[src/rtl/and_tree_pkg.sv]
// Shared encodings and elaboration-time helpers for the pipelined reduction tree.
package and_tree_pkg;

    localparam logic [1:0] OP_AND  = 2'b00;
    localparam logic [1:0] OP_NAND = 2'b01;
    localparam logic [1:0] OP_OR   = 2'b10;
    localparam logic [1:0] OP_NOR  = 2'b11;

    function automatic int clog2(input int v);
        int r;
        r = 0;
        for (int i = 0; i < 31; i++) begin
            if ((1 << i) < v) r = i + 1;
        end
        return r;
    endfunction

    // Number of surviving tree nodes after lev 2-input levels applied to n leaves.
    function automatic int width_at(input int n, input int lev);
        return ((n - 1) >> lev) + 1;
    endfunction

    function automatic int lat_of(input int n, input int reg_every);
        int s;
        s = (clog2(n) + reg_every - 1) / reg_every;
        return (s < 1) ? 1 : s;
    endfunction

endpackage

[src/rtl/and_tree_stage.sv]
// One registered slice of the reduction tree: pad to a power-of-two group size,
// reduce NLEV levels with the op-selected base function, then register.
module and_tree_stage
    import and_tree_pkg::*;
#(
    parameter int IN_W    = 2,
    parameter int NLEV    = 1,
    parameter bit INV_OUT = 1'b0
) (
    input  logic                              clk,
    input  logic                              rst,
    input  logic                              en,
    input  logic                              flush,
    input  logic [IN_W-1:0]                   vec_i,
    input  logic [1:0]                        op_i,
    input  logic                              vld_i,
    output logic [width_at(IN_W, NLEV)-1:0]   vec_o,
    output logic [1:0]                        op_o,
    output logic                              vld_o
);

    localparam int OUT_W = width_at(IN_W, NLEV);
    localparam int PAD_W = OUT_W << NLEV;

    logic [PAD_W-1:0] work;
    logic [OUT_W-1:0] vec_d, vec_q;
    logic [1:0]       op_d, op_q;
    logic             vld_d, vld_q;

    always_comb begin
        // Identity fill: 1 for AND-family, 0 for OR-family.
        work = {PAD_W{~op_i[1]}};
        work[IN_W-1:0] = vec_i;
        // In-place reduction: node i only reads 2i/2i+1, never an already-updated slot.
        for (int l = 0; l < NLEV; l++) begin
            for (int i = 0; i < (PAD_W >> (l + 1)); i++) begin
                work[i] = op_i[1] ? (work[2*i] | work[2*i+1]) : (work[2*i] & work[2*i+1]);
            end
        end

        vec_d = vec_q;
        op_d  = op_q;
        if (en) begin
            vec_d = work[OUT_W-1:0] ^ {OUT_W{INV_OUT && op_i[0]}};
            op_d  = op_i;
        end

        vld_d = vld_q;
        if (flush)   vld_d = 1'b0;
        else if (en) vld_d = vld_i;
    end

    always_ff @(posedge clk or posedge rst) begin
        if (rst) begin
            vec_q <= '0;
            op_q  <= '0;
            vld_q <= 1'b0;
        end else begin
            vec_q <= vec_d;
            op_q  <= op_d;
            vld_q <= vld_d;
        end
    end

    assign vec_o = vec_q;
    assign op_o  = op_q;
    assign vld_o = vld_q;

endmodule

[src/rtl/and_tree_pipe.sv]
// Pipelined N-input AND/NAND/OR/NOR reduction with a registered stage every
// REG_EVERY tree levels; op and valid travel with the partial vector.
module and_tree_pipe
    import and_tree_pkg::*;
#(
    parameter int N         = 8,
    parameter int REG_EVERY = 2
) (
    input  logic         CLK,
    input  logic         RST,
    input  logic         EN,
    input  logic         FLUSH,
    input  logic         IN_VALID,
    input  logic [1:0]   OP,
    input  logic [N-1:0] A,
    output logic         OUT_VALID,
    output logic [1:0]   OUT_OP,
    output logic         O
);

    localparam int LEVELS = clog2(N);
    localparam int LAT    = lat_of(N, REG_EVERY);

    for (genvar k = 0; k < LAT; k++) begin : g_stage
        localparam int REM = LEVELS - k * REG_EVERY;
        localparam int NL  = (REM < REG_EVERY) ? REM : REG_EVERY;
        localparam int IW  = width_at(N, k * REG_EVERY);
        localparam int OW  = width_at(IW, NL);

        logic [IW-1:0] vec_i;
        logic [1:0]    op_i;
        logic          vld_i;
        logic [OW-1:0] vec_o;
        logic [1:0]    op_o;
        logic          vld_o;

        if (k == 0) begin : g_head
            assign vec_i = A;
            assign op_i  = OP;
            assign vld_i = IN_VALID;
        end else begin : g_link
            assign vec_i = g_stage[k-1].vec_o;
            assign op_i  = g_stage[k-1].op_o;
            assign vld_i = g_stage[k-1].vld_o;
        end

        // Only the last stage inverts, so O stays a plain flop output.
        and_tree_stage #(
            .IN_W    (IW),
            .NLEV    (NL),
            .INV_OUT (k == LAT - 1)
        ) u_stage (
            .clk   (CLK),
            .rst   (RST),
            .en    (EN),
            .flush (FLUSH),
            .vec_i (vec_i),
            .op_i  (op_i),
            .vld_i (vld_i),
            .vec_o (vec_o),
            .op_o  (op_o),
            .vld_o (vld_o)
        );
    end

    assign O         = g_stage[LAT-1].vec_o[0];
    assign OUT_OP    = g_stage[LAT-1].op_o;
    assign OUT_VALID = g_stage[LAT-1].vld_o;

endmodule

[config.mk]
export PLATFORM = sky130hd
export DESIGN_NAME = and_tree_pipe
export DESIGN_NICKNAME = d
export VERILOG_FILES = /design/src/rtl/and_tree_pkg.sv /design/src/rtl/and_tree_stage.sv /design/src/rtl/and_tree_pipe.sv
export SDC_FILE = /design/constraint.sdc
export NUM_CORES = 1
export LEC_CHECK = 0
export ABC_CLOCK_PERIOD_IN_PS = 1040
export BUFFER_PORTS_ARGS = -buffer_cell sky130_fd_sc_hd__buf_4
export CAP_MARGIN = 20
export CORE_AREA = 2 2 39 41
export CTS_CLUSTER_SIZE = 12
export DETAILED_ROUTE_END_ITERATION = 12
export DIE_AREA = 0 0 41 43
export PLACE_DENSITY = 0.64
export SYNTH_ARGS = -nofsm -noshare
export SYNTH_HDL_FRONTEND = slang
export SYNTH_SLANG_ARGS = --single-unit
[constraint.sdc]
create_clock -name CLK -period 1.04 [get_ports CLK]
set_input_delay 0.156 -clock CLK [delete_from_list [all_inputs] [get_ports CLK]]
set_output_delay 0.156 -clock CLK [all_outputs]
set_load 0.1 [all_outputs]
---- Word level (Yosys, flattened, before mapping) ----
Index checks and enable logic that the tools add are counted.
cells by class
  mux-type cells .......................... 11
  bitwise logic cells ..................... 15
  reductions and logical operators ........ 1
operator list
  kind                count
  $mux W1             11
  $and A1 B1 Y1       7
  $or A1 B1 Y1        7
  $reduce_bool A2 Y1  1
  $xor A1 B1 Y1       1
word-level totals
  register bits ........................... 9
  bits of input ports ..................... 15
  output and inout bits ................... 4
  word-level logic and storage cells ...... 33

---- Longest topological paths before layout ----
Gate-level depths: netlist (run 1).
  depth in word-level cells ............... 4
  mapped depth ............................ 3
  depth with buffers taken out ............ 3

---- By module ----
Synthesis (run 1) repeated with hierarchy kept, for this count alone.
second synthesis, totals
  cells, all modules ...................... 34
  area total of the unflattened synthesis .. 412.9 µm²
modules (own cells, without submodules)
  module                                instances  cells each  area an instance (µm²)  seq. area each (µm²)
  and_tree_stage at g_stage[0].u_stage  1          21          244.0                   125.1
  and_tree_stage at g_stage[1].u_stage  1          13          168.9                   100.1

---- Least setup slack after synthesis (run 1) ----
No wires, ideal clock.
  kind .................................... register to register
  start point ............................. register g_stage[1].u_stage.op_o[0] (netlist name)
  end point ............................... register g_stage[1].u_stage.op_q[0]
  library setup time ...................... 125 ps
  arrival ................................. 1130 ps
  data required time ...................... 915 ps
  path slack .............................. -216 ps
  cell stages (with the launch flop) ...... 2
  path buffers ............................ 0
  clock period less this slack ............ 1256 ps
  cells stage by stage .................... dfrtp_1 -> mux2_2
RTL lines
  what                  line                  text
  end signal, assigned  and_tree_stage.sv:60  op_q <= op_d;
  end, declared         and_tree_stage.sv:27  logic [1:0] op_d, op_q;

---- Final worst setup path (run 1) ----
  start point ............................. register g_stage[0].u_stage.op_q[1]
  end point ............................... register g_stage[1].u_stage.vec_q
on the way
  word-level cells in the longest chain between the ends .. 2
ends and longest elaborated chain
  what                    line                  text
  start, declared         and_tree_stage.sv:27
  start signal, assigned  and_tree_stage.sv:60
  $mux W1                 and_tree_stage.sv:37  work[i] = op_i[1] ? (work[2*i] | work[2*i+1]) : (work[2*i] & work[2*i+1]);
  $xor A1 B1 Y1           and_tree_stage.sv:44  vec_d = work[OUT_W-1:0] ^ {OUT_W{INV_OUT && op_i[0]}};
  end signal, assigned    and_tree_stage.sv:59  vec_q <= vec_d;
  end, declared           and_tree_stage.sv:26  logic [OUT_W-1:0] vec_d, vec_q;
No other way between the ends.
A chain may end at the register's enable or synchronous reset.

==> impl_metrics.tcl, run 1 <==
set metrics [dict create \
    fin_area_sq_um 656.9 \
    dieArea_sq_um 1763 \
    clkPwrFrac_pct 24.6 \
    setup_viol 1 \
    fillCellCount 135 \
    grt_pass1_wl_mm 1.338 \
    hpwl_um 558.3 \
    antenna_left 0 \
    maxSlewViolCount 0 \
    fin_crit_ps 1069 \
    crit_fanout 2 \
    cts-root-buf "clkbuf_4" \
    gr-usage-all-layers_pct 12.34 \
    max_slew_margin_pct 77.79 \
    core_sq_um 1384 \
    place.gp.congestion 0.6366 \
    violations "negative setup slack" \
    tns_ps -29.35 \
    p_leak_nw 0.2999 \
    fin_nets 74 \
    worstMarginPinSlew_ps 332.7 \
    max_freq_mhz 935.1 \
    powerDensity_nw_per_um2 1657 \
    p_switching_uw 381.4 \
    cts_tree "built" \
    worst_ep_arrival_time_ps 1250 \
    endpoint_kind "flip-flop" \
    mappedNetlistArea_sq_um 401.6 \
    status "finished, violations left" \
    drv_cap 0 \
    drc_errors 0 \
    grt_pass1_vias 324 \
    regToRegSetupSlack_ps -30 \
    place_area_sq_um 558.0 \
    synth_cell_types 14 \
    layout_setup_ws_ps -29.35 \
    clock_latency_ps 260 \
    fin_skew_ps 1.909 \
    n_antenna_cell 0 \
    vias 349 \
    drt_iter0_drc 3 \
    yosysWarnings 0 \
    clk_path_buf_depth 2 \
    die_w_um 41 \
    pwr-share-seq_pct 39.3 \
    antenna_found_initial 0 \
    hold_violations 0 \
    rsz0062_at_grt "true" \
    comb_power_share_pct 36.1 \
    area_growth_pct 63.55 \
    whs_ps 47.20 \
    routed_wl_um 797 \
    postSynthCellCount 33 \
    timing.final.crit_share_pct 102.8 \
    start_kind "flip-flop" \
    hold_path_class "in -> reg" \
    worstSetupPathType "reg -> reg" \
    cts_buffers 3 \
    p_int_uw 707.2 \
    htreeDepth 1 \
    drtPass1Iterations 2 \
    required_ps 1220 \
    grt_overflow 0 \
    cts.sink_count 9 \
    yosysSeqAreaShare_pct 56.07 \
    syn_avg_cell_area_sq_um 12.17 \
    syn-num-nets 48 \
    start_util_pct 29.02 \
    viasPerCell 4.716 \
    grt_max_degree 13 \
    drive_above_1_share_pct 58.62 \
    die_height_um 43 \
    portBuffers 18 \
    path_clk_slew_ps 60 \
    synth-seq-cells 9 \
    rows 14 \
    wire_per_inst_um 10.77 \
    switching_share_pct 35.04 \
    ios 19 \
    ir_drop_uv 537.1 \
]
[area by class of cell]
type                       instances  area [sq um]  area share (%)
clock buffer                       4         26.28           4.000
inverter                           1         3.754          0.5714
sequential                         9         230.2           35.05
multi-input combinational         22         172.7           26.29
timing repair buffer              22         203.9           31.05
tap                               16         20.02           3.048
[cells by family (layout without fill, tap and decap cells)]
| logic type | after synthesis | count (layout) | share of synthesized area [%] |
|---|---|---|---|
| AO/OA/AOI/OAI | 5 | 5 | 9.344 |
| AND/OR/NAND/NOR | 9 | 9 | 9.658 |
| buffers and inverters | 2 | 27 | 3.737 |
| adder cells (fa/ha/maj) | 1 | 1 | 2.804 |
| multiplexers | 6 | 6 | 16.20 |
| flip-flops | 9 | 9 | 56.08 |
| XOR/XNOR | 1 | 1 | 2.181 |
[per-stage QoR]
stage / utilization (%) / cells / total power, mW / setup slack [ps]
6_report: 47.47 / 74 / 1.089 / -29.35
5_1_grt: 47.47 / 74 / 1.147 / -81.02
4_1_cts: 45.12 / 74 / 1.061 / -1.426
3_5_place_dp: 40.33 / 67 / 0.7531 / -9.404
3_3_place_gp: 40.33 / 67 / 0.7470 / 40.31
2_1_floorplan: - / 33 / 0.6516 / 3.466
[synthesized netlist by cell type, drive strengths merged]
library cell	n	area, sq um
a21oi	1	5.000
inv	1	3.750
nand2	2	7.510
a41oi	2	17.52
mux2i	2	20.02
maj3	1	11.26
xnor2	1	8.760
nor2	5	18.77
buf	1	11.26
nand4	2	12.51
o31ai	2	15.01
mux2	4	45.04
dfrtp	9	225.2
[critical path: stages, from the launching register on]
cell and delay [ps]:
dfrtp_1 380, maj3_2 330, xnor2_2 140, a21oi_2 140
[final timing paths]
check,start,to,cells after the start
max,g_stage[0].u_stage.op_o[1]$_DFFE_PP0P_,g_stage[1].u_stage.vec_o$_DFFE_PP0P_,3
max reg2reg,g_stage[0].u_stage.op_o[1]$_DFFE_PP0P_,g_stage[1].u_stage.vec_o$_DFFE_PP0P_,3
max in group asynchronous,RST,g_stage[1].u_stage.vec_o$_DFFE_PP0P_,3
min in group asynchronous,RST,g_stage[0].u_stage.vld_o$_DFFE_PP0P_,3
min reg2reg,g_stage[0].u_stage.vld_o$_DFFE_PP0P_,g_stage[0].u_stage.vld_o$_DFFE_PP0P_,2
min,FLUSH,g_stage[0].u_stage.vld_o$_DFFE_PP0P_,2
[sequential cells by signal, summed over array words and instances (netlist names)]
| name | count |
|---|---|
| g_stage.u_stage.op_o | 4 |
| g_stage.u_stage.vec_o | 3 |
| g_stage.u_stage.vld_o | 2 |
[power groups by stage]
| stage | combinational [mW] | sequential [mW] | clock (mW) |
|---|---|---|---|
| 2_1_floorplan | 0.0725 | 0.579 | 0 |
| 3_5_place_dp | 0.328 | 0.425 | 0 |
| 6_report | 0.393 | 0.427 | 0.268 |
| 4_1_cts | 0.359 | 0.422 | 0.279 |
| 3_3_place_gp | 0.326 | 0.421 | 0 |
| 5_1_grt | 0.416 | 0.433 | 0.298 |
[what timing repair did]
action	4_1_cts	5_1_grt
resized for setup	4	7
endpoints found under the setup margin	5	4
endpoints found under the hold margin	9	0
hold buffers	1	0
setup buffers	2	0
pin swaps	2	2
[layout by cell type (no fill, tap or decap)]
cell and n:
dfrtp_1 5, nand2_1 2, nor2_1 5, xnor2_2 1
clkbuf_4 3, mux2i_1 2, clkbuf_1 1, buf_4 17
mux2_1 1, buf_8 1, inv_1 1, mux2_2 3
o31ai_1 2, nand4_1 2, maj3_2 1, buf_12 2
a41oi_1 2, a21oi_2 1, dlygate4sd3_1 1, buf_6 1
dfrtp_2 4
[layer usage]
layer / part of all wire, % / global-route usage (%)
met4: 4.5 / 12.00
met1: 41 / 13.82
met5: 0 / 0
met2: 46 / 17.50
met3: 8.3 / 3.141
(Power assumes the default switching activity.)
==> inputs of run 2 (changes only) <==
--- a/config.mk
+++ b/config.mk
@@ -5,6 +5,7 @@
 export SDC_FILE = /design/constraint.sdc
 export NUM_CORES = 1
 export LEC_CHECK = 0
+export ABC_AREA = 1
 export ABC_CLOCK_PERIOD_IN_PS = 1040
 export BUFFER_PORTS_ARGS = -buffer_cell sky130_fd_sc_hd__buf_4
 export CAP_MARGIN = 20
@@ -12,7 +13,7 @@
 export CTS_CLUSTER_SIZE = 12
 export DETAILED_ROUTE_END_ITERATION = 12
 export DIE_AREA = 0 0 41 43
-export PLACE_DENSITY = 0.64
+export PLACE_DENSITY = 0.68
 export SYNTH_ARGS = -nofsm -noshare
 export SYNTH_HDL_FRONTEND = slang
 export SYNTH_SLANG_ARGS = --single-unit
==> impl_metrics.tcl, run 2 <==
set metrics [dict create \
    path_clk_slew_ps 60 \
    synth_commonest_cells "nand2_1 (26), dfrtp_1 (9), inv_1 (9), nor2_1 (7), o21ai_0 (4)" \
    yosys_most_used_dff "dfrtp_1" \
    maxSlewViolCount 0 \
    fin_skew_ps 0.4778 \
    layout_common_cells "nand2_1 (26), buf_4 (14), inv_1 (9)" \
    fin_util_pct 47.29 \
    synth_top_area_share_pct 49.59 \
    synth_edf_count 0 \
    vias 439 \
    n_antenna_cell 0 \
    ir_drop_uv 543.9 \
    crit_chain "buf_6" \
    rows 14 \
    crit_fanout 2 \
    required_ps 880 \
    syn_avg_cell_area_sq_um 7.209 \
    max_slew_margin_pct 76.28 \
    final_cells 101 \
    critPathSlowestCell "dfrtp_2" \
    multi_input_area_sq_um 180.2 \
    die_height_um 43 \
    drt_iter0_drc 13 \
    fin_nets 101 \
    syn-num-nets 78 \
    yosysSeqAreaShare_pct 49.59 \
    setup_viol 0 \
    grt_pass1_vias 348 \
    post_cts_buffers 0 \
    rsz0062_at_grt "false" \
    crit_family "flip-flops" \
    ys_top_cells_by_area "dfrtp_1 (50%), nand2_1 (21%), inv_1 (7.4%)" \
    synth_cell_types 11 \
    routed_wl_um 855 \
    fillCellCount 154 \
    dieArea_sq_um 1763 \
    synth_top_family_by_area "simple AND/OR/NAND/NOR gates" \
    drc_errors 0 \
    cts_tree "built" \
    die_w_um 41 \
    hold_path_class "in -> reg" \
    whs_ps 92.27 \
    area_growth_pct 44.08 \
    drive_above_1_share_pct 32.94 \
    status "complete, no violations" \
    yosysWarnings 0 \
    ios 19 \
    wire_per_inst_um 8.465 \
    worstSetupPathType "reg -> out" \
    yosysMostFrequentCell "nand2_1" \
    powerDensity_nw_per_um2 1519 \
    start_kind "flip-flop" \
    hpwl_um 665.8 \
    portBuffers 18 \
    postSynthCellCount 63 \
    synthArstFlopShare_pct 100.0 \
    mappedNetlistArea_sq_um 454.2 \
    placed_cells 96 \
    clk_path_buf_depth 2 \
    final_common_cell "nand2_1" \
    cts.sink_count 9 \
    worstMarginPinSlew_ps 355.5 \
    fin_crit_ps 1000 \
    clock_latency_ps 250 \
    muxShareOfSynthArea_pct 0 \
    hold_violations 0 \
    cts-root-buf "clkbuf_4" \
    synth_xor_area_share_pct 0 \
    worst_ep_arrival_time_ps 840 \
    endpoint_kind "primary output" \
    yosys.area_share.simple_pct 33.33 \
    drv_cap 0 \
    synth_compound_area_share_pct 6.336 \
    seq_area_sq_um 230.2 \
    place.gp.congestion 0.7110 \
    yosys.area_share.adder_pct 0 \
    htreeDepth 1 \
    grt_overflow 0 \
    timing.final.crit_share_pct 96.18 \
    antenna_found_initial 0 \
    max_stage_delay_ps 410 \
    crit_buf_inv 1 \
    grt_max_degree 12 \
    max_freq_mhz 999.7 \
    start_util_pct 32.82 \
    p_leak_nw 0.3732 \
    largest_reg_flops 4 \
    gr-usage-all-layers_pct 11.72 \
    antenna_left 0 \
    cts_buffers 3 \
    p_total_uw 993.9 \
    synth_top_area_cell "dfrtp_1" \
    drtPass1Iterations 4 \
    tns_ps 0 \
    core_sq_um 1384 \
    synth-seq-cells 9 \
    viasPerCell 4.347 \
    grt_pass1_wl_mm 1.380 \
]
-- run 2: cell count changes after synthesis, sizes merged, moves of 2 or more --
cell	previous run	this run
mux2i	2	0
a41oi	2	0
nor2	5	7
o31ai	2	0
mux2	4	0
nand2	2	26
nand3	0	3
o21ai	0	4
inv	1	10
-- run 2: cells by family after synthesis --
family,count (synthesis)
compound gates,5
buf+inv,11
flops,9
simple gates,38
-- run 2: path summary, 6_finish.rpt --
check / endpoint / start / cells after the start / slack (ps)
hold / removal: g_stage[0].u_stage.op_o[0]$_DFFE_PP0P_ / OP[0] / 3 / 90
hold reg to reg: g_stage[1].u_stage.op_o[0]$_DFFE_PP0P_ / g_stage[1].u_stage.op_o[0]$_DFFE_PP0P_ / 2 / 490
setup reg to reg: g_stage[1].u_stage.vec_o$_DFFE_PP0P_ / g_stage[0].u_stage.vec_o[1]$_DFFE_PP0P_ / 3 / 90
setup / recovery: OUT_OP[1] / g_stage[1].u_stage.op_o[1]$_DFFE_PP0P_ / 1 / 40
max in group asynchronous: g_stage[1].u_stage.op_o[1]$_DFFE_PP0P_ / RST / 3 / 330
min in group asynchronous: g_stage[0].u_stage.op_o[0]$_DFFE_PP0P_ / RST / 3 / 430
-- run 2: metal layers --
metal / up-vias / part of all wire [%] / global-route usage [%]
li1: 234 / - / -
met1: 190 / 46 / 15.08
met2: 15 / 49 / 16.25
met3: 0 / 5.0 / 3.141
met4: 0 / 0 / 8.000
met5: - / 0 / 0
-- run 2: per-stage QoR --
stage          area (sq um)  setup slack, ps
6_report              654.4            39.70
5_1_grt               654.4            1.413
4_1_cts               654.4            23.62
3_5_place_dp          603.1            101.3
3_3_place_gp          603.1            119.4
2_1_floorplan         459.2            73.65
-- run 2: where the power goes --
group	internal, mW	switching [mW]
combinational	0.105	0.212
sequential	0.390	0.0219
clock	0.148	0.118
total	0.642	0.352
-- run 2: layout make-up --
cell class | count | share of cell area (%)
inverter | 10 | 5.736
sequential | 9 | 35.18
timing repair buffer | 19 | 24.47
clock buffer | 4 | 4.015
multi-input combinational | 43 | 27.53
tap | 16 | 3.059
-- run 2: what timing repair did --
item / in CTS / in global routing
resized for setup: 4 / 0
hold buffers: 1 / 0
endpoints found under the hold margin: 9 / 0
endpoints found under the setup margin: 4 / 0
==> inputs of run 3 (changes only) <==
--- a/config.mk
+++ b/config.mk
@@ -6,14 +6,14 @@
 export NUM_CORES = 1
 export LEC_CHECK = 0
 export ABC_AREA = 1
-export ABC_CLOCK_PERIOD_IN_PS = 1040
+export ABC_CLOCK_PERIOD_IN_PS = 1000
 export BUFFER_PORTS_ARGS = -buffer_cell sky130_fd_sc_hd__buf_4
 export CAP_MARGIN = 20
 export CORE_AREA = 2 2 39 41
 export CTS_CLUSTER_SIZE = 12
 export DETAILED_ROUTE_END_ITERATION = 12
 export DIE_AREA = 0 0 41 43
-export PLACE_DENSITY = 0.68
+export PLACE_DENSITY = 0.66
 export SYNTH_ARGS = -nofsm -noshare
 export SYNTH_HDL_FRONTEND = slang
 export SYNTH_SLANG_ARGS = --single-unit
==> constraint.sdc (replaced) <==
create_clock -name CLK -period 1 [get_ports CLK]
set_input_delay 0.15 -clock CLK [delete_from_list [all_inputs] [get_ports CLK]]
set_output_delay 0.15 -clock CLK [all_outputs]
set_load 0.1 [all_outputs]
==> impl_metrics.tcl, run 3 (synthesis gave the netlist of run 2 again) <==
set metrics [dict create \
    drive_above_1_share_pct 34.12 \
    antenna_found_initial 0 \
    rows 14 \
    hp-start "OP[0]" \
    worstSetupPathType "reg -> out" \
    grt_overflow 0 \
    antenna_left 0 \
    n_antenna_cell 0 \
    drtPass1Iterations 4 \
    placed_cells 96 \
    path_clk_slew_ps 60 \
    start_util_pct 32.82 \
    hold_violations 0 \
    dieArea_sq_um 1763 \
    cts-root-buf "clkbuf_4" \
    maxSlewViolCount 0 \
    grt-busiest-layer "met2" \
    final_cells 101 \
    r2r-start "g_stage[0].u_stage.vec_o[1]$_DFFE_PP0P_" \
    wire_per_inst_um 8.990 \
    clk_path_buf_depth 2 \
    rsz0062_at_grt "true" \
    hpwl_um 701.3 \
    rr_endpoint "g_stage[1].u_stage.vec_o$_DFFE_PP0P_" \
    die_height_um 43 \
    area_growth_pct 52.89 \
    drv_cap 0 \
    grt_max_degree 12 \
    hold_path_depth 3 \
    r2r_cells 3 \
    critPathSlowestCell "dfrtp_2" \
    gr-usage-all-layers_pct 13.39 \
    grt_pass1_vias 402 \
    fin_skew_ps 1.705 \
    status "complete, no violations" \
    fin_util_pct 50.18 \
    powerDensity_nw_per_um2 1551 \
    p_leak_nw 0.3851 \
    crit_start "g_stage[1].u_stage.op_o[0]$_DFFE_PP0P_" \
    drc_errors 0 \
    crit_fanout 2 \
    timing.final.crit_share_pct 99.87 \
    crit_family "flip-flops" \
    viasPerCell 4.366 \
    routed_wl_um 908 \
    cts.sink_count 9 \
    fillCellCount 139 \
    post_cts_buffers 0 \
    cts_tree "built" \
    start_kind "flip-flop" \
    max_freq_mhz 1001 \
    max_slew_margin_pct 76.76 \
    layout_common_cells "nand2_1 (26), buf_4 (14), inv_1 (9)" \
    endpoint_kind "primary output" \
    worstMarginPinSlew_ps 348.2 \
    final_common_cell "nand2_1" \
    grt_util_met1_pct 17.94 \
    use_met3_pct 0 \
    whs_ps 94.65 \
    max_stage_delay_ps 430 \
    clock_latency_ps 250 \
    core_sq_um 1384 \
    place.gp.congestion 0.6718 \
    fin_crit_ps 998.7 \
    crit_chain "buf_12" \
    drt_iter0_drc 10 \
    setup_viol 0 \
    grt.met2_usage_pct 19.69 \
    grt_pass1_wl_mm 1.580 \
    cts_buffers 3 \
    portBuffers 18 \
    ios 19 \
    vias 441 \
    hold_path_end "g_stage[0].u_stage.op_o[0]$_DFFE_PP0P_" \
    fin_nets 101 \
    crit_buf_inv 1 \
    hold_path_class "in -> reg" \
    required_ps 850 \
    htreeDepth 1 \
    worst_ep_arrival_time_ps 850 \
    die_w_um 41 \
    largest_reg_flops 4 \
    regToRegSetupSlack_ps 50 \
    ir_drop_uv 672.1 \
]
run 3: cell counts in the layout (fill, tap and decap cells not counted):
No cell type changed its count.
run 3: per-layer routing:
layer / share of wire [%] / wire length [um]
met2: 44 / 402
met3: 5.7 / 52
met4: 1.9 / 17
met1: 48 / 437
met5: 0 / 0
run 3: power by group:
part / switching [mW] / total (mW) / internal [mW]
combinational: 0.225 / 0.372 / 0.147
clock: 0.114 / 0.267 / 0.153
sequential: 0.0318 / 0.438 / 0.406
total: 0.372 / 1.08 / 0.706
run 3: area by class of cell:
| type | instances | area, sq um | area share (%) |
|---|---|---|---|
| multi-input combinational | 43 | 185.2 | 26.67 |
| tap | 16 | 20.02 | 2.883 |
| timing repair buffer | 19 | 195.2 | 28.11 |
| clock buffer | 4 | 26.28 | 3.784 |
| sequential | 9 | 230.2 | 33.15 |
| inverter | 10 | 37.54 | 5.405 |
run 3: through the flow:
| step | setup WS (ps) | power, mW | TNS (ps) | cell area (sq um) |
|---|---|---|---|---|
| 3_5_place_dp | 48.20 | 0.7509 | 0 | 603.1 |
| 4_1_cts | -10.37 | 1.057 | -20.07 | 663.1 |
| 2_1_floorplan | 33.65 | 0.6539 | 0 | 459.2 |
| 3_3_place_gp | 80.94 | 0.7429 | 0 | 603.1 |
| 6_report | 1.340 | 1.077 | 0 | 694.4 |
| 5_1_grt | -19.38 | 1.139 | -63.41 | 694.4 |
run 3: repair_timing:
action | CTS | global route
hold endpoints to repair | 9 | 0
gates resized for setup | 6 | 7
hold buffers | 1 | 0
gates cloned | 0 | 0
setup endpoints to repair | 4 | 5
run 3: how the worst max path moves through the flow:
stage	endpoint	cells past startpoint
after CTS	OUT_OP[0]	1
after detailed placement	g_stage[1].u_stage.vec_o$_DFFE_PP0P_	3
final	OUT_OP[0]	1
after floorplan	g_stage[1].u_stage.vld_o$_DFFE_PP0P_	2
after global placement	g_stage[1].u_stage.vec_o$_DFFE_PP0P_	3
after global routing	OUT_OP[0]	1
